## config.mk

```make
export PLATFORM = sky130hd
export DESIGN_NAME = piso_tx_arb
export DESIGN_NICKNAME = d
export VERILOG_FILES = /design/src/rtl/piso_tx_arb.sv
export SDC_FILE = /design/constraint.sdc
export NUM_CORES = 1
export LEC_CHECK = 0
export ABC_AREA = 1
export BUFFER_PORTS_ARGS = -buffer_cell sky130_fd_sc_hd__buf_2
export CAP_MARGIN = 40
export CORE_MARGIN = 1
export CORE_UTILIZATION = 47
export DETAILED_ROUTE_END_ITERATION = 16
export PLACE_DENSITY_LB_ADDON = 0.2
export SETUP_SLACK_MARGIN = 0.2
export SLEW_MARGIN = 20
export SYNTH_ARGS = -nofsm -noshare
export SYNTH_HDL_FRONTEND = slang
export SYNTH_SLANG_ARGS = --single-unit
```

## constraint.sdc

```tcl
create_clock -name clk -period 1.6 [get_ports clk]
set_input_delay 0.08 -clock clk [delete_from_list [all_inputs] [get_ports clk]]
set_output_delay 0.08 -clock clk [all_outputs]
set_load 0.02 [all_outputs]
```

## src/rtl/piso_tx_arb.sv

```systemverilog
// Two-requester round-robin front end for a parallel-in/serial-out shifter.
// It grants one word at a time, loads it, frames N shift cycles and then waits GAP idle cycles.
module piso_tx_arb #(
    parameter int N   = 16,
    parameter int GAP = 2
) (
    input  logic         clk,
    input  logic         rst,
    input  logic         req0_valid,
    input  logic [N-1:0] req0_data,
    output logic         req0_ready,
    input  logic         req1_valid,
    input  logic [N-1:0] req1_data,
    output logic         req1_ready,
    output logic [N-1:0] piso_d,
    output logic         piso_load,
    output logic         frame_valid,
    output logic         frame_last,
    output logic         frame_src,
    output logic         busy,
    output logic [1:0]   dbg_state
);

    // Handshake: a requester holds valid and data until it sees ready; ready is a
    // one-cycle accept strobe, raised only in IDLE and only for the granted side.

    localparam int CW = $clog2(N) + 1;
    localparam int GW = (GAP > 1) ? $clog2(GAP) : 1;
    localparam logic [CW-1:0] CNT_LAST = CW'(N - 1);
    localparam logic [GW-1:0] GAP_LAST = GW'((GAP > 0) ? (GAP - 1) : 0);

    typedef enum logic [1:0] {
        S_IDLE  = 2'd0,
        S_LOAD  = 2'd1,
        S_SHIFT = 2'd2,
        S_GAP   = 2'd3
    } state_t;

    state_t         state_q, state_d;
    logic [CW-1:0]  bit_cnt_q, bit_cnt_d;
    logic [GW-1:0]  gap_cnt_q, gap_cnt_d;
    logic           last_grant_q, last_grant_d;
    logic [N-1:0]   piso_d_q, piso_d_d;
    logic           frame_src_q, frame_src_d;

    logic           grant_any;
    logic           grant_sel;

    // Arbitration: with both pending, the side not served last wins.
    always_comb begin
        grant_any = 1'b0;
        grant_sel = 1'b0;
        if (state_q == S_IDLE && !rst) begin
            if (req0_valid && req1_valid) begin
                grant_any = 1'b1;
                grant_sel = ~last_grant_q;
            end else if (req0_valid) begin
                grant_any = 1'b1;
                grant_sel = 1'b0;
            end else if (req1_valid) begin
                grant_any = 1'b1;
                grant_sel = 1'b1;
            end
        end
    end

    // State register; last_grant resets to 1 so requester 0 wins the first tie.
    always_ff @(posedge clk) begin
        if (rst) begin
            state_q      <= S_IDLE;
            bit_cnt_q    <= '0;
            gap_cnt_q    <= '0;
            last_grant_q <= 1'b1;
            piso_d_q     <= '0;
            frame_src_q  <= 1'b0;
        end else begin
            state_q      <= state_d;
            bit_cnt_q    <= bit_cnt_d;
            gap_cnt_q    <= gap_cnt_d;
            last_grant_q <= last_grant_d;
            piso_d_q     <= piso_d_d;
            frame_src_q  <= frame_src_d;
        end
    end

    always_comb begin
        state_d      = state_q;
        bit_cnt_d    = bit_cnt_q;
        gap_cnt_d    = gap_cnt_q;
        last_grant_d = last_grant_q;
        piso_d_d     = piso_d_q;
        frame_src_d  = frame_src_q;
        case (state_q)
            S_IDLE: begin
                if (grant_any) begin
                    state_d      = S_LOAD;
                    piso_d_d     = grant_sel ? req1_data : req0_data;
                    frame_src_d  = grant_sel;
                    last_grant_d = grant_sel;
                end
            end
            S_LOAD: begin
                state_d   = S_SHIFT;
                bit_cnt_d = '0;
            end
            S_SHIFT: begin
                if (bit_cnt_q == CNT_LAST) begin
                    bit_cnt_d = '0;
                    if (GAP > 0) begin
                        state_d   = S_GAP;
                        gap_cnt_d = '0;
                    end else begin
                        state_d = S_IDLE;
                    end
                end else begin
                    bit_cnt_d = bit_cnt_q + 1'b1;
                end
            end
            S_GAP: begin
                if (gap_cnt_q == GAP_LAST) begin
                    state_d   = S_IDLE;
                    gap_cnt_d = '0;
                end else begin
                    gap_cnt_d = gap_cnt_q + 1'b1;
                end
            end
            default: state_d = S_IDLE;
        endcase
    end

    // Strobes are masked by rst so an aborted frame emits nothing in the reset cycle.
    always_comb begin
        req0_ready  = grant_any && !grant_sel;
        req1_ready  = grant_any && grant_sel;
        piso_load   = (state_q == S_LOAD) && !rst;
        frame_valid = (state_q == S_SHIFT) && !rst;
        frame_last  = (state_q == S_SHIFT) && (bit_cnt_q == CNT_LAST) && !rst;
        busy        = (state_q != S_IDLE) && !rst;
        piso_d      = piso_d_q;
        frame_src   = frame_src_q;
        dbg_state   = state_q;
    end

endmodule

```

# Word level (Yosys, flattened, before mapping)
# Index checks and enable logic that the tools add are counted.
dict set report classes {
  bitwise 1
  eq_ne 7
  n_addsub 2
  reduce_logical 18
  mux 17
}
# operator count
set ops {}
lappend ops {{$mux 16} 1}
lappend ops {{$pmux 5 s2} 1}
lappend ops {{$logic_and 1x1->1} 9}
lappend ops {{$mux 1} 9}
lappend ops {{$pmux 2 s4} 1}
lappend ops {{$mux 2} 3}
lappend ops {{$ne 2x2->1 const B} 3}
lappend ops {{$reduce_bool 2->1} 3}
lappend ops {{$add 5x1->5 const B} 1}
lappend ops {{$eq 5x4->1 const B} 1}
lappend ops {{$mux 5} 1}
lappend ops {{$eq 2x2->1 const B} 2}
lappend ops {{$reduce_and 2->1} 2}
lappend ops {{$reduce_and 3->1} 1}
lappend ops {{$eq 2x1->1 const B} 1}
lappend ops {{$logic_not 1->1} 2}
lappend ops {{$logic_not 2->1} 1}
lappend ops {{$pmux 1 s2} 1}
lappend ops {{$add 1x1->1 const B} 1}
lappend ops {{$not 1->1} 1}
dict set report word_totals {
  in_bits 36
  elab_cells 51
  output_inout_bits 25
  regBits 26
}

# Depth between registers and ports, before layout
dict set report depth {
  ltp_word 6
  depth_mapped 10
  mapped_depth_nobuf 9
}

# Least setup slack after synthesis
# Ideal clock, no wire load.
dict set report synth_timing {
  path_type {flip-flop to flip-flop}
  start {reg state_q[0] (netlist: dbg_state[0])}
  end {reg piso_d_q[5] (netlist: piso_d[5])}
  path_buffers 1
  t_required_ns 1.473
  setup_ns 0.127
  path_stages_with_launch 10
  slack_ns -0.012
  period_less_slack_ns 1.612
  arrival_time_ns 1.485
  cell_sequence {dfxtp_1 inv_1 ha_1 nand2_4 nor2_8 nand2_2 inv_4 buf_8 a21oi_2 nor2_2}
}
dict set report synth_via {
  elab_chain_cells 4
  elab_cells_between_ends 6
  classes_between {3 x mux; 3 x reduce/logical}
}
# item line_no
set synth_rtl {}
lappend synth_rtl {{start, declared} 39} ;# state_t state_q, state_d;
lappend synth_rtl {{start signal, assigned} 77} ;# state_q <= state_d;
lappend synth_rtl {{$logic_not 2->1 (*)} {53, 93}}
lappend synth_rtl {{$logic_and 1x1->1} 53} ;# if (state_q == S_IDLE && !rst) begin
lappend synth_rtl {{$mux 1} 53}
lappend synth_rtl {{$mux 16 or $reduce_and 2->1 (tied branches)} n/a}
lappend synth_rtl {{end signal, assigned} 81} ;# piso_d_q <= piso_d_d;
lappend synth_rtl {{end, declared} 43} ;# logic [N-1:0] piso_d_q, piso_d_d;
# Every way passes the cells marked *; elsewhere a longest branch is shown, timed or not.
# A chain may end at the register's enable or synchronous reset.

# Worst setup path in the final report
dict set report layout_timing {
  start {reg bit_cnt_q[1]}
  end {out frame_last}
}
dict set report layout_via {
  elab_chain_cells 3
}
# item line_no
set layout_rtl {}
lappend layout_rtl {{start, declared} 40} ;# logic [CW-1:0] bit_cnt_q, bit_cnt_d;
lappend layout_rtl {{start signal, assigned} 78} ;# bit_cnt_q <= bit_cnt_d;
lappend layout_rtl {{$eq 5x4->1} 137} ;# frame_last = (state_q == S_SHIFT) && (bit_cnt_q == CNT_LAST) && !rst;
lappend layout_rtl {{$logic_and 1x1->1 (2 in series)} 137}
lappend layout_rtl {{end, declared} 18} ;# output logic frame_last,
# No other way between the ends.

==> results.py <==
metrics = {
    "timing": {
        "fin_skew_ns": 0.004324,
        "finalHoldViolCount": 0,
        "setup_viol": 0,
        "slew_headroom_pct": 81.31,
        "worst_pin_slew_ns": 0.2796,
        "fmax_mhz": 691.9,
        "setup_tns_ns": 0,
        "fin_crit_ns": 1.445,
        "finalCritPeriodShare_pct": 90.33,
        "rsz0062_at_grt": "yes",
        "finalMaxSlewViolations": 0,
    },
    "logic_synthesis": {
        "avgSynthCellArea_um2": 7.395,
        "netlist_area_um2": 1398,
        "ys_seq_area_share_pct": 37.24,
        "netlist_top_cells_area": "dfxtp_1, nand2_1, a21oi_2",
        "yosysTopAreaCellShare_pct": 37.24,
        "yosys_warnings": 0,
        "synth_fp_nets": 231,
        "yosys.area.top_type": "dfxtp_1",
        "synth_seq_cells": 26,
        "synth_cell_types": 24,
        "synth_cells": 189,
    },
    "clocking": {
        "cts.clk_slew.worst_paths_ns": 0.15,
        "cts_tree": "done",
        "insertion_delay_ns": 0.33,
        "root_buffer": "clkbuf_4",
        "clk_path_buf_depth": 2,
        "cts_sinks": 26,
        "numCtsBuffers": 3,
        "htree_num_levels": 1,
    },
    "setup_path": {
        "worst_r2r_endpoint": "piso_d[1]$_SDFFE_PP0P_",
        "r2r-start": "dbg_state[1]$_SDFFE_PP0P_",
        "r2r_slack_ns": 0.24,
        "slowest_stage": "dfxtp_2",
        "max_stage_delay_ns": 0.39,
        "cp.arrival_ns": 1.37,
        "crit_chain": "ha_4 > nand4_1 > buf_4 > nor3_2 > buf_4",
        "required_ns": 1.52,
        "crit_path_end_kind": "primary output",
        "crit_type": "flop to primary output",
        "crit_family": "flip-flops",
        "cp-start-kind": "flop",
        "worstPathBufferInverterCount": 2,
        "path_max_fanout": 2,
        "reg2regPathDepth": 10,
        "cpMostUsedCell": "buf_4",
    },
    "worst_hold_path": {
        "hold_depth": 5,
        "min_to": "piso_d[14]$_SDFFE_PP0P_",
        "hp-start": "req0_data[14]",
        "hold_path_class": "input pin to flop",
    },
    "grt": {
        "grt_overflow": 0,
        "grt.total_usage_pct": 23.18,
        "grt_antenna_before_repair": 0,
        "grt_pass1_vias": 1443,
        "grt_pass1_wl_um": 5975,
        "grt_max_degree": 20,
    },
    "power_and_ir_drop": {
        "total_power_mw": 2.738,
        "leakage_nw": 1.088,
        "powerDensity_nw_per_um2": 1278,
        "peakVddDrop_v": 0.001387,
    },
    "route": {
        "drt_pass1_iterations": 4,
        "wl_per_cell_um": 12.03,
        "drc_errors": 0,
        "dr.first_iter.drc_count": 64,
        "routed_wl_um": 3718,
        "avgViaCountPerCell": 4.964,
        "vias": 1534,
        "drtAntennaViolNets": 0,
    },
    "place": {
        "io_buffers": 60,
        "dp_cells": 275,
        "routabilityCongestion": 0.8241,
        "place_hpwl_um": 2145,
    },
    "status": {
        "status": "completed",
    },
    "finish": {
        "area_delta_synth_final_pct": 53.27,
        "num-fill-cells": 199,
        "layout.cells.non_filler": 309,
        "drive_above_1_share_pct": 44.96,
        "antennaDiodeCount": 0,
        "final_cell_mix": "nand2_1, buf_2, dfxtp_1",
        "final_nets": 321,
        "layout_commonest_cell": "nand2_1",
    },
    "flow_run": {
        "max_cap_violations": 0,
    },
    "floorplan": {
        "num_rows": 19,
        "ios": 61,
        "core_um2": 2781,
        "die_w_um": 56.53,
        "start_util_pct": 50.25,
        "die_y_um": 56.53,
        "dieArea_um2": 3196,
    },
}
-- routing by layer --
layer / up-vias / share of wire, % / global-route usage, %
met5: - / 0 / 0
met1: 693 / 42 / 29.04
met4: 0 / 1.1 / 8.362
li1: 776 / - / -
met2: 59 / 51 / 40.34
met3: 6 / 5.4 / 2.995
-- layout make-up --
type | instances | area [um2] | share of cell area [%]
multi-input combinational | 140 | 824.5 | 38.49
clock buffer | 4 | 47.55 | 2.220
timing repair buffer | 92 | 610.6 | 28.50
sequential | 26 | 530.5 | 24.77
tap | 31 | 38.79 | 1.811
inverter | 16 | 90.09 | 4.206
-- cell usage after synthesis --
cell type  number
nand2_1        65
dfxtp_1        26
nor2_1         14
a21oi_1        13
inv_1          13
nor2_2         10
a21oi_2         9
nand3_1         8
ha_1            6
nor3_1          4
buf_6           3
nand4_1         3
clkbuf_1        2
inv_4           2
nor2_8          2
buf_2           1
buf_8           1
inv_8           1
nand2_2         1
nand2_4         1
o21a_1          1
o21ai_0         1
o21bai_1        1
xnor2_1         1
-- worst max-delay path by stage --
stage                                    from                      end  slack (ns)  cells past startpoint
floorplan           dbg_state[1]$_SDFFE_PP0P_  piso_d[10]$_SDFFE_PP0P_        0.25                     10
global placement    dbg_state[1]$_SDFFE_PP0P_               req0_ready        0.26                      7
detailed placement  dbg_state[1]$_SDFFE_PP0P_  piso_d[14]$_SDFFE_PP0P_        0.22                      9
CTS                 dbg_state[0]$_SDFFE_PP0P_               req0_ready        0.15                      7
global route        bit_cnt_q[1]$_SDFFE_PP0P_               frame_last        0.07                      5
finish              bit_cnt_q[1]$_SDFFE_PP0P_               frame_last        0.15                      5
-- worst register-to-register path, cell delays in order (launching register included) --
cell,delay [ns]
dfxtp_4,0.39
inv_4,0.08
ha_4,0.17
nand2_8,0.07
nor2_8,0.10
buf_6,0.13
inv_8,0.06
nand2_1,0.06
nand2_1,0.06
a21oi_2,0.11
nor2_1,0.05
-- per-stage QoR --
step / setup slack [ns] / util, % / instance area (um2) / hold WS [ns]
4_1_cts: 0.1512 / 74.31 / 2067 / 0.02530
3_5_place_dp: 0.2156 / 61.67 / 1715 / 0.3057
3_3_place_gp: 0.2557 / 61.67 / 1715 / 0.3023
6_report: 0.1548 / 77.01 / 2142 / 0.02604
2_1_floorplan: 0.2496 / - / 1423 / 0.2021
5_1_grt: 0.07373 / 77.01 / 2142 / 0.03681
-- kinds of logic (layout without fill, tap and decap cells) --
family	after synthesis	after routing	share of synthesized area (%)
compound gates	25	25	11.73
simple gates	108	108	35.45
fa+ha+maj	6	6	5.371
flops	26	26	37.24
xor+xnor	1	1	0.6268
buf+inv	23	112	9.579
-- report_power, final --
group          total, mW  leakage [nW]  internal (mW)  switching, mW
combinational       1.47         0.847          0.623          0.843
clock              0.402        0.0261          0.191          0.211
sequential         0.869         0.215          0.786         0.0833
total               2.74          1.09           1.60           1.14
-- state kept, by name, indices dropped and copies added, names as in the netlist --
signal,flops
gap_cnt_q,1
piso_d,16
frame_src,1
bit_cnt_q,5
dbg_state,2
last_grant_q,1
-- timing repair --
| item | in CTS | in global routing |
|---|---|---|
| hold buffers | 14 | 0 |
| gates resized for setup | 17 | 17 |
| setup endpoints to repair | 6 | 22 |
| buffers inserted | 13 | 3 |
| endpoints found under the hold margin | 14 | 0 |
| pin swaps | 5 | 4 |
(Power assumes the default switching activity.)
